==> src/rtl/vga_timing_ctrl_pkg.sv <==
// Shared definitions for the VGA timing path: FSM encoding, configuration
// field widths and the shadowed timing configuration record.
package vga_timing_ctrl_pkg;

  localparam int HCNT_W        = 11;
  localparam int HPULSE_W      = 8;
  localparam int HDATA_BEGIN_W = 8;
  localparam int HDATA_END_W   = 10;
  localparam int VCNT_W        = 9;
  localparam int VPULSE_W      = 3;
  localparam int VDATA_BEGIN_W = 5;
  localparam int VDATA_END_W   = 9;

  typedef enum logic {
    ST_IDLE = 1'b0,
    ST_RUN  = 1'b1
  } state_t;

  typedef struct packed {
    logic [HCNT_W-1:0]        hsync_end;
    logic [HPULSE_W-1:0]      hpulse_end;
    logic [HDATA_BEGIN_W-1:0] hdata_begin;
    logic [HDATA_END_W-1:0]   hdata_end;
    logic [VCNT_W-1:0]        vsync_end;
    logic [VPULSE_W-1:0]      vpulse_end;
    logic [VDATA_BEGIN_W-1:0] vdata_begin;
    logic [VDATA_END_W-1:0]   vdata_end;
  } timing_cfg_t;

  // Half-open window test [lo, hi); an empty or inverted window never matches.
  function automatic logic in_window(input logic [HCNT_W-1:0] cnt,
                                     input logic [HCNT_W-1:0] lo,
                                     input logic [HCNT_W-1:0] hi);
    return (cnt >= lo) && (cnt < hi);
  endfunction

endpackage

==> src/rtl/vga_timing_ctrl_if.sv <==
// Configuration and video-timing bundle between the configuration unit,
// the timing controller and the pixel read path.
interface vga_timing_ctrl_if
  import vga_timing_ctrl_pkg::*;
#(
  parameter int ADDR_WIDTH = 32
);

  logic                      enable_i;
  logic [HCNT_W-1:0]         hsync_end_i;
  logic [HPULSE_W-1:0]       hpulse_end_i;
  logic [HDATA_BEGIN_W-1:0]  hdata_begin_i;
  logic [HDATA_END_W-1:0]    hdata_end_i;
  logic [VCNT_W-1:0]         vsync_end_i;
  logic [VPULSE_W-1:0]       vpulse_end_i;
  logic [VDATA_BEGIN_W-1:0]  vdata_begin_i;
  logic [VDATA_END_W-1:0]    vdata_end_i;
  logic [ADDR_WIDTH-1:0]     base_addr_i;
  logic [ADDR_WIDTH-1:0]     top_addr_i;

  logic                      hsync_o;
  logic                      vsync_o;
  logic                      de_o;
  logic [ADDR_WIDTH-1:0]     pix_addr_o;
  logic                      line_start_o;
  logic                      frame_start_o;
  logic                      busy_o;

  // Timing controller side.
  modport master (
    input  enable_i, hsync_end_i, hpulse_end_i, hdata_begin_i, hdata_end_i,
           vsync_end_i, vpulse_end_i, vdata_begin_i, vdata_end_i,
           base_addr_i, top_addr_i,
    output hsync_o, vsync_o, de_o, pix_addr_o, line_start_o, frame_start_o,
           busy_o
  );

  // Configuration source / pixel path side.
  modport slave (
    output enable_i, hsync_end_i, hpulse_end_i, hdata_begin_i, hdata_end_i,
           vsync_end_i, vpulse_end_i, vdata_begin_i, vdata_end_i,
           base_addr_i, top_addr_i,
    input  hsync_o, vsync_o, de_o, pix_addr_o, line_start_o, frame_start_o,
           busy_o
  );

endinterface

==> src/rtl/vga_scan_counter.sv <==
// Wrapping scan counter: counts 0..wrap_val while enabled; carry flags the
// wrap cycle so a slower counter can be chained on it.
module vga_scan_counter #(
  parameter int WIDTH = 11
) (
  input  logic             clk,
  input  logic             reset,
  input  logic             clr,
  input  logic             en,
  input  logic [WIDTH-1:0] wrap_val,
  output logic [WIDTH-1:0] cnt,
  output logic             carry
);

  assign carry = en && (cnt == wrap_val);

  // NOTE: sequential state uses non-blocking assignments so every register
  // samples the pre-edge values of its sources, independent of block order.
  always_ff @(posedge clk) begin
    if (reset || clr) begin
      cnt <= '0;
    end else if (en) begin
      cnt <= carry ? '0 : cnt + 1'b1;
    end
  end

endmodule

==> src/rtl/vga_timing_ctrl.sv <==
// VGA timing controller: shadowed scan timing, sync/DE/marker generation and
// frame-buffer fetch address sequencing, all outputs registered.
module vga_timing_ctrl
  import vga_timing_ctrl_pkg::*;
#(
  parameter int   ADDR_WIDTH = 32,
  parameter logic SYNC_POL   = 1'b0
) (
  input  logic              clk,
  input  logic              reset,
  vga_timing_ctrl_if.master bus
);

  state_t                state, state_nxt;
  timing_cfg_t           cfg_in, sh_cfg;
  logic [ADDR_WIDTH-1:0] sh_base, sh_top, addr;

  logic [HCNT_W-1:0]     hcnt;
  logic [VCNT_W-1:0]     vcnt;
  logic                  h_carry, v_carry;

  logic                  run, load_cfg, eof;
  logic                  hact, vact, de, hs_act, vs_act;

  assign cfg_in = '{
    hsync_end:   bus.hsync_end_i,
    hpulse_end:  bus.hpulse_end_i,
    hdata_begin: bus.hdata_begin_i,
    hdata_end:   bus.hdata_end_i,
    vsync_end:   bus.vsync_end_i,
    vpulse_end:  bus.vpulse_end_i,
    vdata_begin: bus.vdata_begin_i,
    vdata_end:   bus.vdata_end_i
  };

  // Counters are held at zero while idle, so entering RUN starts at hcnt=vcnt=0.
  vga_scan_counter #(.WIDTH(HCNT_W)) u_hcnt (
    .clk      (clk),
    .reset    (reset),
    .clr      (!run),
    .en       (run),
    .wrap_val (sh_cfg.hsync_end),
    .cnt      (hcnt),
    .carry    (h_carry)
  );

  vga_scan_counter #(.WIDTH(VCNT_W)) u_vcnt (
    .clk      (clk),
    .reset    (reset),
    .clr      (!run),
    .en       (h_carry),
    .wrap_val (sh_cfg.vsync_end),
    .cnt      (vcnt),
    .carry    (v_carry)
  );

  assign eof = v_carry;

  always_ff @(posedge clk) begin
    if (reset) state <= ST_IDLE;
    else       state <= state_nxt;
  end

  // NOTE: every combinational output gets a default first, so no path
  // through the case leaves it unassigned and infers a latch.
  always_comb begin
    state_nxt = state;
    case (state)
      ST_IDLE: if (bus.enable_i)        state_nxt = ST_RUN;
      ST_RUN:  if (eof && !bus.enable_i) state_nxt = ST_IDLE;
      default:                           state_nxt = ST_IDLE;
    endcase
  end

  always_comb begin
    run      = 1'b0;
    load_cfg = 1'b0;
    case (state)
      ST_IDLE: load_cfg = bus.enable_i;
      ST_RUN: begin
        run      = 1'b1;
        load_cfg = eof && bus.enable_i;
      end
      default: ;
    endcase
  end

  assign hact   = in_window(hcnt, HCNT_W'(sh_cfg.hdata_begin), HCNT_W'(sh_cfg.hdata_end));
  assign vact   = in_window(HCNT_W'(vcnt), HCNT_W'(sh_cfg.vdata_begin), HCNT_W'(sh_cfg.vdata_end));
  assign de     = run && hact && vact;
  assign hs_act = run && (hcnt < HCNT_W'(sh_cfg.hpulse_end));
  assign vs_act = run && (vcnt < VCNT_W'(sh_cfg.vpulse_end));

  // NOTE: shadow registers are reset too (not left as uninitialised storage)
  // so decodes are deterministic even before the first configuration load.
  always_ff @(posedge clk) begin
    if (reset) begin
      sh_cfg  <= '0;
      sh_base <= '0;
      sh_top  <= '0;
      addr    <= '0;
    end else if (load_cfg) begin
      sh_cfg  <= cfg_in;
      sh_base <= bus.base_addr_i;
      sh_top  <= bus.top_addr_i;
      addr    <= bus.base_addr_i;
    end else if (de) begin
      addr <= (addr == sh_top) ? sh_base : addr + 1'b1;
    end
  end

  always_ff @(posedge clk) begin
    if (reset) begin
      bus.hsync_o       <= ~SYNC_POL;
      bus.vsync_o       <= ~SYNC_POL;
      bus.de_o          <= 1'b0;
      bus.pix_addr_o    <= '0;
      bus.line_start_o  <= 1'b0;
      bus.frame_start_o <= 1'b0;
      bus.busy_o        <= 1'b0;
    end else begin
      bus.hsync_o       <= hs_act ? SYNC_POL : ~SYNC_POL;
      bus.vsync_o       <= vs_act ? SYNC_POL : ~SYNC_POL;
      bus.de_o          <= de;
      bus.pix_addr_o    <= de ? addr : '0;
      bus.line_start_o  <= run && (hcnt == '0);
      bus.frame_start_o <= run && (hcnt == '0) && (vcnt == '0);
      bus.busy_o        <= run;
    end
  end

endmodule

==> src/flat_wrapper.sv <==
// flat-port wrapper written by rule: the top's interface ports become plain ports
module vga_timing_ctrl_flat import vga_timing_ctrl_pkg::*;
#(
  parameter int   ADDR_WIDTH = 32,
  parameter logic SYNC_POL   = 1'b0
)
  (clk, reset, bus_enable_i, bus_hsync_end_i, bus_hpulse_end_i, bus_hdata_begin_i, bus_hdata_end_i, bus_vsync_end_i, bus_vpulse_end_i, bus_vdata_begin_i, bus_vdata_end_i, bus_base_addr_i, bus_top_addr_i, bus_hsync_o, bus_vsync_o, bus_de_o, bus_pix_addr_o, bus_line_start_o, bus_frame_start_o, bus_busy_o);
  vga_timing_ctrl_if #(.ADDR_WIDTH(ADDR_WIDTH)) bus_i ();
  input  logic clk;
  input  logic reset;
  input wire logic [$bits(bus_i.enable_i)-1:0] bus_enable_i;
  input wire logic [$bits(bus_i.hsync_end_i)-1:0] bus_hsync_end_i;
  input wire logic [$bits(bus_i.hpulse_end_i)-1:0] bus_hpulse_end_i;
  input wire logic [$bits(bus_i.hdata_begin_i)-1:0] bus_hdata_begin_i;
  input wire logic [$bits(bus_i.hdata_end_i)-1:0] bus_hdata_end_i;
  input wire logic [$bits(bus_i.vsync_end_i)-1:0] bus_vsync_end_i;
  input wire logic [$bits(bus_i.vpulse_end_i)-1:0] bus_vpulse_end_i;
  input wire logic [$bits(bus_i.vdata_begin_i)-1:0] bus_vdata_begin_i;
  input wire logic [$bits(bus_i.vdata_end_i)-1:0] bus_vdata_end_i;
  input wire logic [$bits(bus_i.base_addr_i)-1:0] bus_base_addr_i;
  input wire logic [$bits(bus_i.top_addr_i)-1:0] bus_top_addr_i;
  output wire logic [$bits(bus_i.hsync_o)-1:0] bus_hsync_o;
  output wire logic [$bits(bus_i.vsync_o)-1:0] bus_vsync_o;
  output wire logic [$bits(bus_i.de_o)-1:0] bus_de_o;
  output wire logic [$bits(bus_i.pix_addr_o)-1:0] bus_pix_addr_o;
  output wire logic [$bits(bus_i.line_start_o)-1:0] bus_line_start_o;
  output wire logic [$bits(bus_i.frame_start_o)-1:0] bus_frame_start_o;
  output wire logic [$bits(bus_i.busy_o)-1:0] bus_busy_o;
  assign bus_i.enable_i = bus_enable_i;
  assign bus_i.hsync_end_i = bus_hsync_end_i;
  assign bus_i.hpulse_end_i = bus_hpulse_end_i;
  assign bus_i.hdata_begin_i = bus_hdata_begin_i;
  assign bus_i.hdata_end_i = bus_hdata_end_i;
  assign bus_i.vsync_end_i = bus_vsync_end_i;
  assign bus_i.vpulse_end_i = bus_vpulse_end_i;
  assign bus_i.vdata_begin_i = bus_vdata_begin_i;
  assign bus_i.vdata_end_i = bus_vdata_end_i;
  assign bus_i.base_addr_i = bus_base_addr_i;
  assign bus_i.top_addr_i = bus_top_addr_i;
  assign bus_hsync_o = bus_i.hsync_o;
  assign bus_vsync_o = bus_i.vsync_o;
  assign bus_de_o = bus_i.de_o;
  assign bus_pix_addr_o = bus_i.pix_addr_o;
  assign bus_line_start_o = bus_i.line_start_o;
  assign bus_frame_start_o = bus_i.frame_start_o;
  assign bus_busy_o = bus_i.busy_o;
  vga_timing_ctrl #(.ADDR_WIDTH(ADDR_WIDTH), .SYNC_POL(SYNC_POL)) u_core (.clk(clk), .reset(reset), .bus(bus_i));
endmodule
==> config.mk <==
export PLATFORM = sky130hd
export DESIGN_NAME = vga_timing_ctrl_flat
export DESIGN_NICKNAME = d
export VERILOG_FILES = /design/src/rtl/vga_timing_ctrl_pkg.sv /design/src/rtl/vga_timing_ctrl_if.sv /design/src/rtl/vga_scan_counter.sv /design/src/rtl/vga_timing_ctrl.sv /design/src/flat_wrapper.sv
export SDC_FILE = /design/constraint.sdc
export NUM_CORES = 1
export LEC_CHECK = 0
export CORE_MARGIN = 2
export CORE_UTILIZATION = 43
export CTS_CLUSTER_SIZE = 30
export DETAILED_ROUTE_END_ITERATION = 12
export HOLD_SLACK_MARGIN = 0.02
export PLACE_DENSITY_LB_ADDON = 0.05
export SYNTH_ARGS = -nofsm -noshare
export SYNTH_HDL_FRONTEND = slang
export SYNTH_HIERARCHICAL = 1
export SYNTH_SLANG_ARGS = --single-unit
==> constraint.sdc <==
create_clock -name clk -period 2.7 [get_ports clk]
set_clock_uncertainty 0.05 [all_clocks]
set_input_delay 0.54 -clock clk [delete_from_list [all_inputs] [get_ports clk]]
set_output_delay 0.54 -clock clk [all_outputs]
set_load 0.005 [all_outputs]
==> insert_results.sql <==
INSERT INTO impl_metrics (metric_group, metric, value, unit) VALUES
('outcome', 'run_status', 'finished, final reports clean', ''),
('floorplan', 'floorplan.initialDensity', '43.61', '%'),
('clock_tree', 'worst_setup_hold_path_clk_slew', '60', 'ps'),
('logic_synthesis', 'yosysMostFrequentCell', 'sky130_fd_sc_hd__nand2_1', ''),
('clock_tree', 'ctsLongestPathBuffers', '3', ''),
('floorplan', 'num_io_pins', '168', ''),
('logic_synthesis', 'synthArstFlopShare', '0', '%'),
('detailed_routing', 'wl', '29.17', 'mm'),
('floorplan', 'fp.dieH', '158.1', 'µm'),
('logic_synthesis', 'synthFlopType', 'sky130_fd_sc_hd__dfxtp_1', ''),
('placement', 'gp_congestion', '0.8752', ''),
('timing', 'maxSlewViolCount', '0', ''),
('worst_setup_path', 'crit_path_max_incr_delay', '550', 'ps'),
('logic_synthesis', 'synth.avg_cell_area', '8.087', 'µm²'),
('power_and_ir_drop', 'pwr_density_cell', '595.8', 'nW/µm²'),
('worst_setup_path', 'critical_path_start_type', 'register', ''),
('clock_tree', 'clock_latency', '520', 'ps'),
('worst_setup_path', 'worst_r2r_startpoint', 'u_core/sh_cfg[35]', ''),
('worst_setup_path', 'critPathLaunch', 'u_core/sh_cfg[35]', ''),
('floorplan', 'floorplan.die.width', '158.1', 'µm'),
('logic_synthesis', 'yosysSeqAreaShare', '42.76', '%'),
('timing', 'setup_violations', '0', ''),
('detailed_routing', 'vias', '9317', ''),
('detailed_routing', 'dr.first_iter.drc_count', '630', ''),
('clock_tree', 'cts_buffers', '24', ''),
('logic_synthesis', 'synthesis.area', '10210', 'µm²'),
('worst_setup_path', 'critical_path.top_delay_family', 'simple AND/OR/NAND/NOR gates', ''),
('placement', 'placement.io_buffers', '167', ''),
('worst_setup_path', 'crit_buf_inv', '3', ''),
('timing', 'max_slew.worst_pin.slew', '631.3', 'ps'),
('logic_synthesis', 'post_synth_xor_area_fraction', '6.424', '%'),
('worst_setup_path', 'timing.critical_path.to_type', 'register', ''),
('logic_synthesis', 'synth_top_family_by_area', 'simple AND/OR/NAND/NOR gates', ''),
('worst_setup_path', 'cp.required', '3030', 'ps'),
('logic_synthesis', 'synthTopCellsByCount', '298 x sky130_fd_sc_hd__nand2_1, 218 x sky130_fd_sc_hd__dfxtp_1, 185 x sky130_fd_sc_hd__a21oi_1', ''),
('detailed_routing', 'remaining_antenna_violation_count', '0', ''),
('worst_setup_path', 'path_class', 'register to register', ''),
('floorplan', 'dieArea', '24980', 'µm²'),
('global_route', 'globalRouteOverflowTotal', '0', ''),
('worst_setup_path', 'critical_path.max_fanout', '5', ''),
('cells_and_area', 'flow.area_growth_from_synthesis', '35.29', '%'),
('placement', 'dp_hpwl', '20.28', 'mm'),
('worst_setup_path', 'arrival', '2990', 'ps'),
('global_route', 'maximum_number_of_pins_on_one_net_before_global_route_repair', '91', ''),
('detailed_routing', 'detailedRoute.firstPassIterationCount', '5', ''),
('clock_tree', 'root_buffer', 'sky130_fd_sc_hd__clkbuf_16', ''),
('clock_tree', 'clk_sinks', '218', ''),
('logic_synthesis', 'synth_edf_count', '0', ''),
('global_route', 'grt.total_usage', '22.70', '%'),
('timing', 'fmax', '376.7', 'MHz'),
('logic_synthesis', 'synth_compound_area_share', '15.89', '%'),
('timing', 'period_needed', '2655', 'ps'),
('worst_setup_path', 'critical_path.cell_chain', 'inv_1 -> ha_1 -> or4_1 -> a21oi_2 -> o221ai_4 -> nor3_4 -> buf_12 -> buf_12 -> mux2_2 -> o211ai_1 -> a21oi_1', ''),
('logic_synthesis', 'post_synth_fa_ha_maj_area_fraction', '5.149', '%'),
('cells_and_area', 'layout_cell_share_with_drive_strength_beyond_1', '12.57', '%'),
('worst_setup_path', 'critical_path.most_common_cell', 'sky130_fd_sc_hd__buf_12', ''),
('global_route', 'global_route_wire_length_before_repair', '45.32', 'mm'),
('logic_synthesis', 'post_synth_num_cell_types', '57', ''),
('cells_and_area', 'insertedDiodeCount', '0', ''),
('min_path', 'hold_path.startpoint', 'u_core/sh_base[6]', ''),
('logic_synthesis', 'synthesized_netlist_net_count', '1434', ''),
('cells_and_area', 'fin_nets', '1626', ''),
('timing', 'fin_worst_hold_slack', '402.3', 'ps'),
('min_path', 'hold_path_class', 'register to register', ''),
('logic_synthesis', 'synth_simple_gate_area_share', '21.91', '%'),
('detailed_routing', 'drt-wirelength-per-cell', '16.29', 'µm'),
('timing', 'slew_headroom', '57.91', '%'),
('logic_synthesis', 'synthesis_warning_total', '6', ''),
('logic_synthesis', 'synth_mux_area_share', '2.280', '%'),
('worst_setup_path', 'slowest_stage', 'sky130_fd_sc_hd__or4_1', ''),
('global_route', 'grt_pass1_vias', '8557', '');
-- cell usage in the layout, fill, tap and decap left out, drive strengths merged, types with 6 or more instances in the layout --
cell	netlist	routed
xor2	8	8
ha	42	42
nand2	298	298
dfxtp	218	218
xnor2	66	66
nor4	10	10
clkbuf	60	36
and2	37	37
inv	54	54
nand3	21	21
a21oi	186	186
mux2i	12	12
nand4	28	28
nor3	26	26
and3	6	6
clkdlybuf4s50	0	166
o21ai	26	26
buf	21	78
nand2b	7	7
nor2	44	44
o211ai	13	13
mux2	10	10
a21o	10	10
-- what timing repair did --
| item | in CTS | in global routing |
|---|---|---|
| pin swaps | 0 | 11 |
| gates cloned | 0 | 4 |
| endpoints found under the setup margin | 2 | 26 |
| resized for setup | 2 | 40 |
| endpoints found under the hold margin | 0 | 0 |
| setup buffers | 0 | 3 |
| hold buffers | 0 | 0 |
-- sequential cells by signal, summed over array words and instances, names as in the netlist, 9 cells and up --
| signal | count |
|---|---|
| u_core/addr | 32 |
| u_core/bus.pix_addr_o | 32 |
| u_core/sh_base | 32 |
| u_core/sh_cfg | 63 |
| u_core/sh_top | 32 |
| u_core/u_hcnt/cnt | 11 |
| u_core/u_vcnt/cnt | 9 |
-- worst min-delay path: cells and delay by family (launching register included) --
| kind | cells | cell delay [ps] |
|---|---|---|
| AOI/OAI and AO/OA | 1 | 50 |
| DFF | 1 | 300 |
| and+or+nand+nor | 1 | 50 |
-- kinds of logic after synthesis --
family,Yosys count
mux,22
compound gates,278
simple gates,493
xor+xnor,74
buf+inv,135
flops,218
fa+ha+maj,42
-- where the power goes --
part	internal, mW	leakage (nW)	switching, mW	total [mW]
combinational	0.547	3.02	0.546	1.09
clock	2.30	0.434	1.35	3.65
sequential	3.37	1.79	0.115	3.48
total	6.22	5.24	2.01	8.23
-- final cells by class --
class / count / area (µm²)
fillers: 2188 / 9594
inverters: 54 / 202.7
multi-input cells: 909 / 5466
flip-flops and latches: 218 / 4382
well taps: 319 / 399.1
repair buffers: 247 / 2467
clock buffers: 33 / 705.7
clock inverters: 11 / 185.2
-- per-stage QoR --
step | instances | cell area, µm² | total power [mW] | worst slack, ps | util (%)
floorplan | 1262 | 10220 | 4.086 | 0.7145 | -
global placement | 1740 | 12610 | 4.562 | 27.80 | 53.88
detailed placement | 1740 | 12610 | 4.570 | -9.763 | 53.88
CTS | 1784 | 13510 | 8.232 | 26.96 | 57.71
global route | 1791 | 13810 | 8.562 | -26.07 | 59.00
finish | 1791 | 13810 | 8.227 | 45.25 | 59.00
-- final timing paths --
path	end	slack [ps]	cells past startpoint
worst max-delay path	u_core/addr[15]	50	11
worst min-delay path	u_core/sh_base[6]	400	2
worst min register to register	u_core/sh_base[6]	400	2
worst max register to register	u_core/addr[15]	50	11
-- routing by layer --
metal | track usage (%) | up-vias | routed length [µm]
li1 | - | 4644 | -
met1 | 34.37 | 4347 | 14450
met2 | 33.58 | 284 | 12120
met3 | 3.586 | 42 | 1980
met4 | 5.363 | 0 | 618
met5 | 0 | - | 0
Note: power is estimated with default switching activity, not from simulation.
